[config.mk]
export PLATFORM = sky130hd
export DESIGN_NAME = array_write_logger
export DESIGN_NICKNAME = d
export VERILOG_FILES = /design/src/rtl/array_logger_pkg.sv /design/src/rtl/event_fifo.sv /design/src/rtl/array_write_logger.sv
export SDC_FILE = /design/constraint.sdc
export NUM_CORES = 1
export LEC_CHECK = 0
export CORE_MARGIN = 4
export CORE_UTILIZATION = 40
export CTS_CLUSTER_DIAMETER = 40
export CTS_CLUSTER_SIZE = 10
export DETAILED_ROUTE_END_ITERATION = 12
export HOLD_SLACK_MARGIN = 0.15
export MAX_ROUTING_LAYER = met4
export SYNTH_ARGS = -nofsm -noshare
export SYNTH_HDL_FRONTEND = slang
export SYNTH_SLANG_ARGS = --single-unit
[constraint.sdc]
create_clock -name i_clk -period 9.5 [get_ports i_clk]
set_clock_uncertainty 0.1 [all_clocks]
set_input_delay 2.375 -clock i_clk [delete_from_list [all_inputs] [get_ports i_clk]]
set_output_delay 2.375 -clock i_clk [all_outputs]
set_load 0.01 [all_outputs]
[src/rtl/array_logger_pkg.sv]
// Shared types and default widths for the array write logger.
//   log_event_t : {addr, old_val, new_val} change record at default widths
//   fsm_state_e : occupancy tracking states of the event FIFO
package array_logger_pkg;

  localparam int unsigned DATA_W_DEF     = 32;
  localparam int unsigned ADDR_W_DEF     = 2;
  localparam int unsigned FIFO_DEPTH_DEF = 4;
  localparam int unsigned CNT_W_DEF      = 8;

  typedef struct packed {
    logic [ADDR_W_DEF-1:0] addr;
    logic [DATA_W_DEF-1:0] old_val;
    logic [DATA_W_DEF-1:0] new_val;
  } log_event_t;

  typedef enum logic [1:0] {
    ST_IDLE   = 2'd0,
    ST_ACTIVE = 2'd1,
    ST_FULL   = 2'd2
  } fsm_state_e;

endpackage

[src/rtl/event_fifo.sv]
// Circular event FIFO with drop accounting.
// Ports:
//   i_clk, i_rst_n       clock, async active-low reset
//   i_push, i_data       push request and entry
//   o_valid, i_ready     head handshake (pop = o_valid && i_ready)
//   o_data               head entry, stable until popped
//   o_overflow           sticky: a push was dropped
//   o_drop_cnt           saturating count of dropped pushes
module event_fifo
  import array_logger_pkg::*;
#(
  parameter int unsigned W     = 8,
  parameter int unsigned DEPTH = FIFO_DEPTH_DEF,
  parameter int unsigned CNT_W = CNT_W_DEF
) (
  input  logic             i_clk,
  input  logic             i_rst_n,
  input  logic             i_push,
  input  logic [W-1:0]     i_data,
  output logic             o_valid,
  input  logic             i_ready,
  output logic [W-1:0]     o_data,
  output logic             o_overflow,
  output logic [CNT_W-1:0] o_drop_cnt
);

  localparam int unsigned AW    = $clog2(DEPTH);
  localparam int unsigned PTR_W = AW + 1;

  logic [W-1:0]     r_mem [DEPTH];
  logic [PTR_W-1:0] r_wptr, r_rptr;
  logic             r_overflow;
  logic [CNT_W-1:0] r_drop_cnt;
  fsm_state_e       r_state, w_state_nxt;

  logic             w_empty, w_full, w_pop, w_push_acc, w_drop;
  logic [PTR_W-1:0] w_count, w_count_nxt;

  // Flags come straight from the tracking FSM state
  assign w_empty    = (r_state == ST_IDLE);
  assign w_full     = (r_state == ST_FULL);
  assign w_pop      = !w_empty && i_ready;
  // A full FIFO still accepts a push when the head leaves in the same cycle
  assign w_push_acc = i_push && (!w_full || w_pop);
  assign w_drop     = i_push && w_full && !w_pop;

  assign w_count     = r_wptr - r_rptr;
  assign w_count_nxt = w_count + PTR_W'(w_push_acc) - PTR_W'(w_pop);

  // Tracking FSM state register
  always_ff @(posedge i_clk or negedge i_rst_n) begin
    if (!i_rst_n) r_state <= ST_IDLE;
    else          r_state <= w_state_nxt;
  end

  // Tracking FSM next state
  always_comb begin
    w_state_nxt = r_state;
    case (r_state)
      ST_IDLE:   if (w_push_acc) w_state_nxt = ST_ACTIVE;
      ST_ACTIVE: begin
        if (w_count_nxt == PTR_W'(DEPTH)) w_state_nxt = ST_FULL;
        else if (w_count_nxt == '0)       w_state_nxt = ST_IDLE;
      end
      ST_FULL:   if (w_pop && !i_push) w_state_nxt = ST_ACTIVE;
      default:   w_state_nxt = ST_IDLE;
    endcase
  end

  // Storage, pointers and drop accounting
  always_ff @(posedge i_clk or negedge i_rst_n) begin
    if (!i_rst_n) begin
      for (int i = 0; i < int'(DEPTH); i++) r_mem[i] <= '0;
      r_wptr     <= '0;
      r_rptr     <= '0;
      r_overflow <= 1'b0;
      r_drop_cnt <= '0;
    end else begin
      if (w_push_acc) begin
        r_mem[r_wptr[AW-1:0]] <= i_data;
        r_wptr                <= r_wptr + PTR_W'(1);
      end
      if (w_pop) r_rptr <= r_rptr + PTR_W'(1);
      if (w_drop) begin
        r_overflow <= 1'b1;
        if (r_drop_cnt != '1) r_drop_cnt <= r_drop_cnt + CNT_W'(1);
      end
    end
  end

  assign o_valid    = !w_empty;
  assign o_data     = r_mem[r_rptr[AW-1:0]];
  assign o_overflow = r_overflow;
  assign o_drop_cnt = r_drop_cnt;

endmodule

[src/rtl/array_write_logger.sv]
// Small register array with a registered read port that logs every
// value-changing write as an {addr, old, new} event into a FIFO.
// Ports:
//   i_clk, i_rst_n                 clock, async active-low reset
//   i_wr_en, i_wr_addr, i_wr_data  array write
//   i_rd_en, i_rd_addr             read request (latency 1)
//   o_rd_data, o_rd_valid          read result
//   o_ev_valid, i_ev_ready         event handshake
//   o_ev_addr, o_ev_old, o_ev_new  head event fields
//   o_overflow, o_drop_cnt         dropped-event status
module array_write_logger
  import array_logger_pkg::*;
#(
  parameter int unsigned DATA_W     = DATA_W_DEF,
  parameter int unsigned ADDR_W     = ADDR_W_DEF,
  parameter int unsigned FIFO_DEPTH = FIFO_DEPTH_DEF,
  parameter int unsigned CNT_W      = CNT_W_DEF
) (
  input  logic              i_clk,
  input  logic              i_rst_n,
  input  logic              i_wr_en,
  input  logic [ADDR_W-1:0] i_wr_addr,
  input  logic [DATA_W-1:0] i_wr_data,
  input  logic              i_rd_en,
  input  logic [ADDR_W-1:0] i_rd_addr,
  output logic [DATA_W-1:0] o_rd_data,
  output logic              o_rd_valid,
  output logic              o_ev_valid,
  input  logic              i_ev_ready,
  output logic [ADDR_W-1:0] o_ev_addr,
  output logic [DATA_W-1:0] o_ev_old,
  output logic [DATA_W-1:0] o_ev_new,
  output logic              o_overflow,
  output logic [CNT_W-1:0]  o_drop_cnt
);

  localparam int unsigned ARR_DEPTH = 2 ** ADDR_W;
  localparam int unsigned EV_W      = ADDR_W + 2 * DATA_W;

  logic [DATA_W-1:0] r_arr [ARR_DEPTH];
  logic [DATA_W-1:0] r_rd_data;
  logic              r_rd_valid;

  logic [DATA_W-1:0] w_old;
  logic              w_push;
  logic [EV_W-1:0]   w_push_ev, w_head_ev;

  // Change detection against the pre-edge stored value
  assign w_old     = r_arr[i_wr_addr];
  assign w_push    = i_wr_en && (i_wr_data != w_old);
  assign w_push_ev = {i_wr_addr, w_old, i_wr_data};

  // Array storage; writes of an identical value are harmless
  always_ff @(posedge i_clk or negedge i_rst_n) begin
    if (!i_rst_n) begin
      for (int i = 0; i < int'(ARR_DEPTH); i++) r_arr[i] <= '0;
    end else if (i_wr_en) begin
      r_arr[i_wr_addr] <= i_wr_data;
    end
  end

  // Registered read port; sees the pre-write value on a same-address write
  always_ff @(posedge i_clk or negedge i_rst_n) begin
    if (!i_rst_n) begin
      r_rd_data  <= '0;
      r_rd_valid <= 1'b0;
    end else begin
      r_rd_valid <= i_rd_en;
      if (i_rd_en) r_rd_data <= r_arr[i_rd_addr];
    end
  end

  event_fifo #(
    .W     (EV_W),
    .DEPTH (FIFO_DEPTH),
    .CNT_W (CNT_W)
  ) u_fifo (
    .i_clk      (i_clk),
    .i_rst_n    (i_rst_n),
    .i_push     (w_push),
    .i_data     (w_push_ev),
    .o_valid    (o_ev_valid),
    .i_ready    (i_ev_ready),
    .o_data     (w_head_ev),
    .o_overflow (o_overflow),
    .o_drop_cnt (o_drop_cnt)
  );

  assign o_rd_data  = r_rd_data;
  assign o_rd_valid = r_rd_valid;
  assign o_ev_addr  = w_head_ev[EV_W-1 -: ADDR_W];
  assign o_ev_old   = w_head_ev[2*DATA_W-1 -: DATA_W];
  assign o_ev_new   = w_head_ev[DATA_W-1:0];

endmodule

==> results.md <==
- The flow ran to the end, and the final reports show no timing, DRC or antenna violations.
- In this run the worst path has a maximum fanout of 21.
- In this run, synthesis inferred 0 flip-flops with an integrated enable.
- The CTS H-tree depth is 3.
- TritonCTS built the clock tree.
- The count of filler cells inserted in the layout is 4250.
- The all-layer global routing usage is 0.192.
- The overall die area is 54400 um2.
- At the end of routability-driven placement, the weighted congestion stood at 0.716.
- The initial antenna violation count is 0.
- The starting density of the core is 0.404.
- In this run the power density over the cells is 356 nW/um2.
- The max-slew violation count is 0.
- The core occupancy in the finished layout is 0.493.
- The number of global-route vias before repair is 12.1k.
- Setup repair after global routing left no endpoint under its margin.
- After detailed placement, the design holds a cell count of 1958.
- The class of the most critical setup path is primary input to register.
- The detail-routed net length per standard cell is 23.9 um.
- After the last flow step, the layout net total stands at 1411.
- After legalization and detailed placement, the total HPWL measured 30300 um.
- The adder-cell area share of the yosys netlist is 0.00691.
- The count of standard-cell rows is 82.
- The number of endpoints failing setup at the final stage is 0.
- The x dimension of the die is 233 um.
- The number of antenna diodes in the final layout is 0.
- The number of buffers and inverters on the critical path is 4.
- The master cell of the clock root buffer is sky130_fd_sc_hd__clkbuf_16.
- The final critical-path setup slack is 2.50 ns.
- Of the total synthesized cell area, the portion taken by XOR and XNOR cells is 0.0194.
- In the finished design, the share of the clock period the worst path needs comes to 0.737.
- The largest net degree at the start of global routing is 172.
- The finished layout holds 2081 standard cells, fillers aside.
- For this design the total switching power over the nets is 2630 uW.
- The final-report hold violation count is 0.
- After synthesis, the largest family of logic cells by area is multiplexers.
- Global routing finished with a remaining overflow of 0.
- Summing all multi-input logic gate instances after layout gives 8750 um2.
- The worst setup path is launched from a primary input.
- Of the post-synthesis cell area, the dominant cell type holds 0.545.
- During I/O placement, the number of pins put on the boundary was 150.
- The share of total power dissipated in combinational logic is 0.351.
- The share of the Yosys chip area taken by registers is 0.545.
- The share of post-route cells with drive strength above 1 is 0.429.
- The first global-routing pass estimated 76900 um of wire.
- Using the TritonRoute via totals, the vias-per-cell ratio works out to 5.41.
- The net count of the mapped netlist is 1278.
- The worst ir drop on vdd is 214 uV.
- The number of unique standard cell types used by synthesis is 32.
- The critical path endpoint category is a register.
- Of the total synthesized cell area, the portion taken by AND, OR, NAND and NOR gates is 0.0145.
- The type of the most critical hold path is register to register.
- The number of warning messages in the yosys log is 0.
- The total number of clock tree sinks is 442.
- Across the run, the number of max-cap violations was 0.
- The share of total power dissipated in sequential elements is 0.355.
- Detailed routing inserted a total of 11.3k vias.
- For this run, design rule violations remaining after detail routing come to 0.
- The number of hold buffers added after CTS is 0.
- For this run, the detailed router's first-pass iteration total came to 4.
- The quantity of I/O buffers inserted on ports is 149.
- For this run, the slowest stage of the critical path takes 0.63 ns.
- In this run the deepest clock path goes through 3 buffers.
- In the synthesized netlist the dominant register cell turns out to be sky130_fd_sc_hd__dfrtp_1.
- The floorplan step set the die height to 233 um.
- The number of clock buffers added by TritonCTS is 72.
- The pre-CTS setup slack is 1.84 ns.
- Walking the worst path, the cells encountered are buf_2 > buf_4 > mux4_2 > xnor2_1 > nand4_1 > nor4_1 > nand2_1 > and3_1 > fa_1 > inv_1 > fa_1 > inv_1 > ha_1 > nor3b_1 > a21oi_1 > a211oi_1.
- Data on the critical path is required at its endpoint by 9.88 ns.
- The slew at the pin closest to its max-slew limit is 1.12 ns.
- The clock slew at the register clock pins of the worst setup and hold paths is 0.05 ns.
- The kind of cell with the highest combined delay along the critical path is simple AND/OR/NAND/NOR gates.
- After technology mapping, the gate count stands at 1227.
- From synthesis to final layout, the design area changed by 21.8%.
- The cell with the largest stage delay on the worst path is sky130_fd_sc_hd__buf_2.
- The share of the synthesized area in compound gates (AO/OA/AOI/OAI) is 0.00154.
- The count of routing violations after the opening detailed-route iteration is 700.
- The number of nets with antenna violations after detailed routing is 0.
- The netlist area before placement is 20300 um2.
- Of all flip-flops after synthesis, the portion carrying an async set or reset was 1.00.
- The internal power of the cells totals 6160 uW.
- Wires add up to 49700 um.
- Ranked by total cell area, the synthesized netlist is headed by sky130_fd_sc_hd__dfrtp_1 55%, sky130_fd_sc_hd__mux2_2 16%, sky130_fd_sc_hd__mux4_2 14%.
- The accumulated negative setup slack is 0 ns.
- The flip-flop and latch count after synthesis is 442.
- The register area is 11100 um2.
- The relative slew slack is 0.250.
- The most frequently used cell type in the post-synthesis netlist is sky130_fd_sc_hd__dfrtp_1.
- The largest total area in the synthesized netlist belongs to sky130_fd_sc_hd__dfrtp_1.
- The synthesized area per cell is 16.5 um2.
- After synthesis, the share of cell area in mux cells is 0.388.
- The core area is 50200 um2.
- The commonest cells after synthesis are 442 x sky130_fd_sc_hd__dfrtp_1, 289 x sky130_fd_sc_hd__mux2_2, 130 x sky130_fd_sc_hd__mux4_2.
- The time the worst path needs with I/O delays and setup is 7.00 ns.
- In this run the static leakage power is 0.0101 uW.
- The highest attainable clock frequency is 143 MHz.
- Of the total power, the share spent switching nets is 0.299.
- The clock insertion delay at the later pin of the skew report is 0.59 ns.
- Data on the critical path arrives at its endpoint at 7.39 ns.
- In this run, post-CTS repair resized a total of 0 instances.
- The number of setup buffers added after CTS is 0.
- The share of power burned in the clock network is 0.294.
kinds of logic after synthesis:
group / after synthesis
multiplexers: 559
AND/OR/NAND/NOR: 51
buffers and inverters: 115
AO/OA/AOI/OAI: 5
XOR/XNOR: 45
adder cells (fa/ha/maj): 10
flip-flops: 442
sequential cells by signal (all words and copies together) (netlist names):
name	cells
o_rd_data	32
o_rd_valid	1
r_arr	128
u_fifo.o_drop_cnt	8
u_fifo.o_overflow	1
u_fifo.r_mem	264
u_fifo.r_rptr	3
u_fifo.r_state	2
u_fifo.r_wptr	3
routing by layer:
metal / wire (um) / vias up / part of all wire / track usage
li1: - / 4865 / - / -
met1: 22600 / 6146 / 0.46 / 0.265
met2: 23900 / 201 / 0.48 / 0.296
met3: 2360 / 51 / 0.047 / 0.0374
met4: 773 / 0 / 0.016 / 0.0493
met5: 0 / - / 0 / -
layout by cell type (no fill, tap or decap), drive strengths merged:
master,count
dfrtp,442
mux2,428
clkdlybuf4s50,143
mux4,130
clkbuf,88
xnor2,43
buf,26
clkinv,16
inv,13
nand4,11
nand3,11
ha,8
nand2,6
bufinv,6
clkinvlp,5
and4,4
nor2,3
and3,3
nor3,3
a21oi,3
nor4,2
or2,2
nand3b,2
xor2,2
fa,2
nor3b,2
nand2b,1
and2,1
mux2i,1
a31o,1
a211oi,1
worst paths after layout:
path,to,depth (start not counted),startpoint,slack (ns)
min in group asynchronous,u_fifo.o_drop_cnt[0]$_DFFE_PN0P_,1,i_rst_n,1.79
worst max register to register,u_fifo.r_state[1]$_DFFE_PN0P_,14,r_arr[2]$_DFFE_PN0P_,4.73
worst max-delay path,u_fifo.r_state[1]$_DFFE_PN0P_,16,i_wr_addr[0],2.50
worst min-delay path,u_fifo.r_mem[194]$_DFFE_PN0P_,1,u_fifo.r_mem[194]$_DFFE_PN0P_,0.38
worst min register to register,u_fifo.r_mem[194]$_DFFE_PN0P_,1,u_fifo.r_mem[194]$_DFFE_PN0P_,0.38
max in group asynchronous,u_fifo.r_mem[120]$_DFFE_PN0P_,2,i_rst_n,5.88
worst register-to-register path: cells and delay by family, from the launching register on:
family,cells,cell delay (ns)
buffers and inverters,2,0.14
XOR/XNOR,1,0.19
multiplexers,1,0.55
flip-flops,1,0.40
AND/OR/NAND/NOR,5,1.99
AO/OA/AOI/OAI,2,0.27
adder cells (fa/ha/maj),3,1.03
cell type report:
cell class                 count  share of cell area
sequential                   442               0.448
clock inverter                35              0.0162
inverter                       5            0.000759
clock buffer                  88              0.0811
timing repair buffer         169              0.0661
multi-input combinational    670               0.354
tap                          672              0.0340
power groups by stage:
stage	registers (uW)	clock network, uW	logic (uW)
6_report	3120	2590	3080
5_1_grt	3220	2740	3300
4_1_cts	3120	2650	3150
3_5_place_dp	3150	0	3140
3_3_place_gp	3120	0	3100
2_1_floorplan	2940	0	1980
through the flow:
| step | power (uW) | instance area, um2 | hold WS, ns |
|---|---|---|---|
| 6_report | 8790 | 24700 | 0.380 |
| 5_1_grt | 9260 | 24700 | 0.392 |
| 4_1_cts | 8920 | 24700 | 0.382 |
| 3_5_place_dp | 6280 | 22300 | 0.370 |
| 3_3_place_gp | 6220 | 22300 | 0.362 |
| 2_1_floorplan | 4920 | 20300 | 0.352 |
Power figures use the tool's default switching activity.
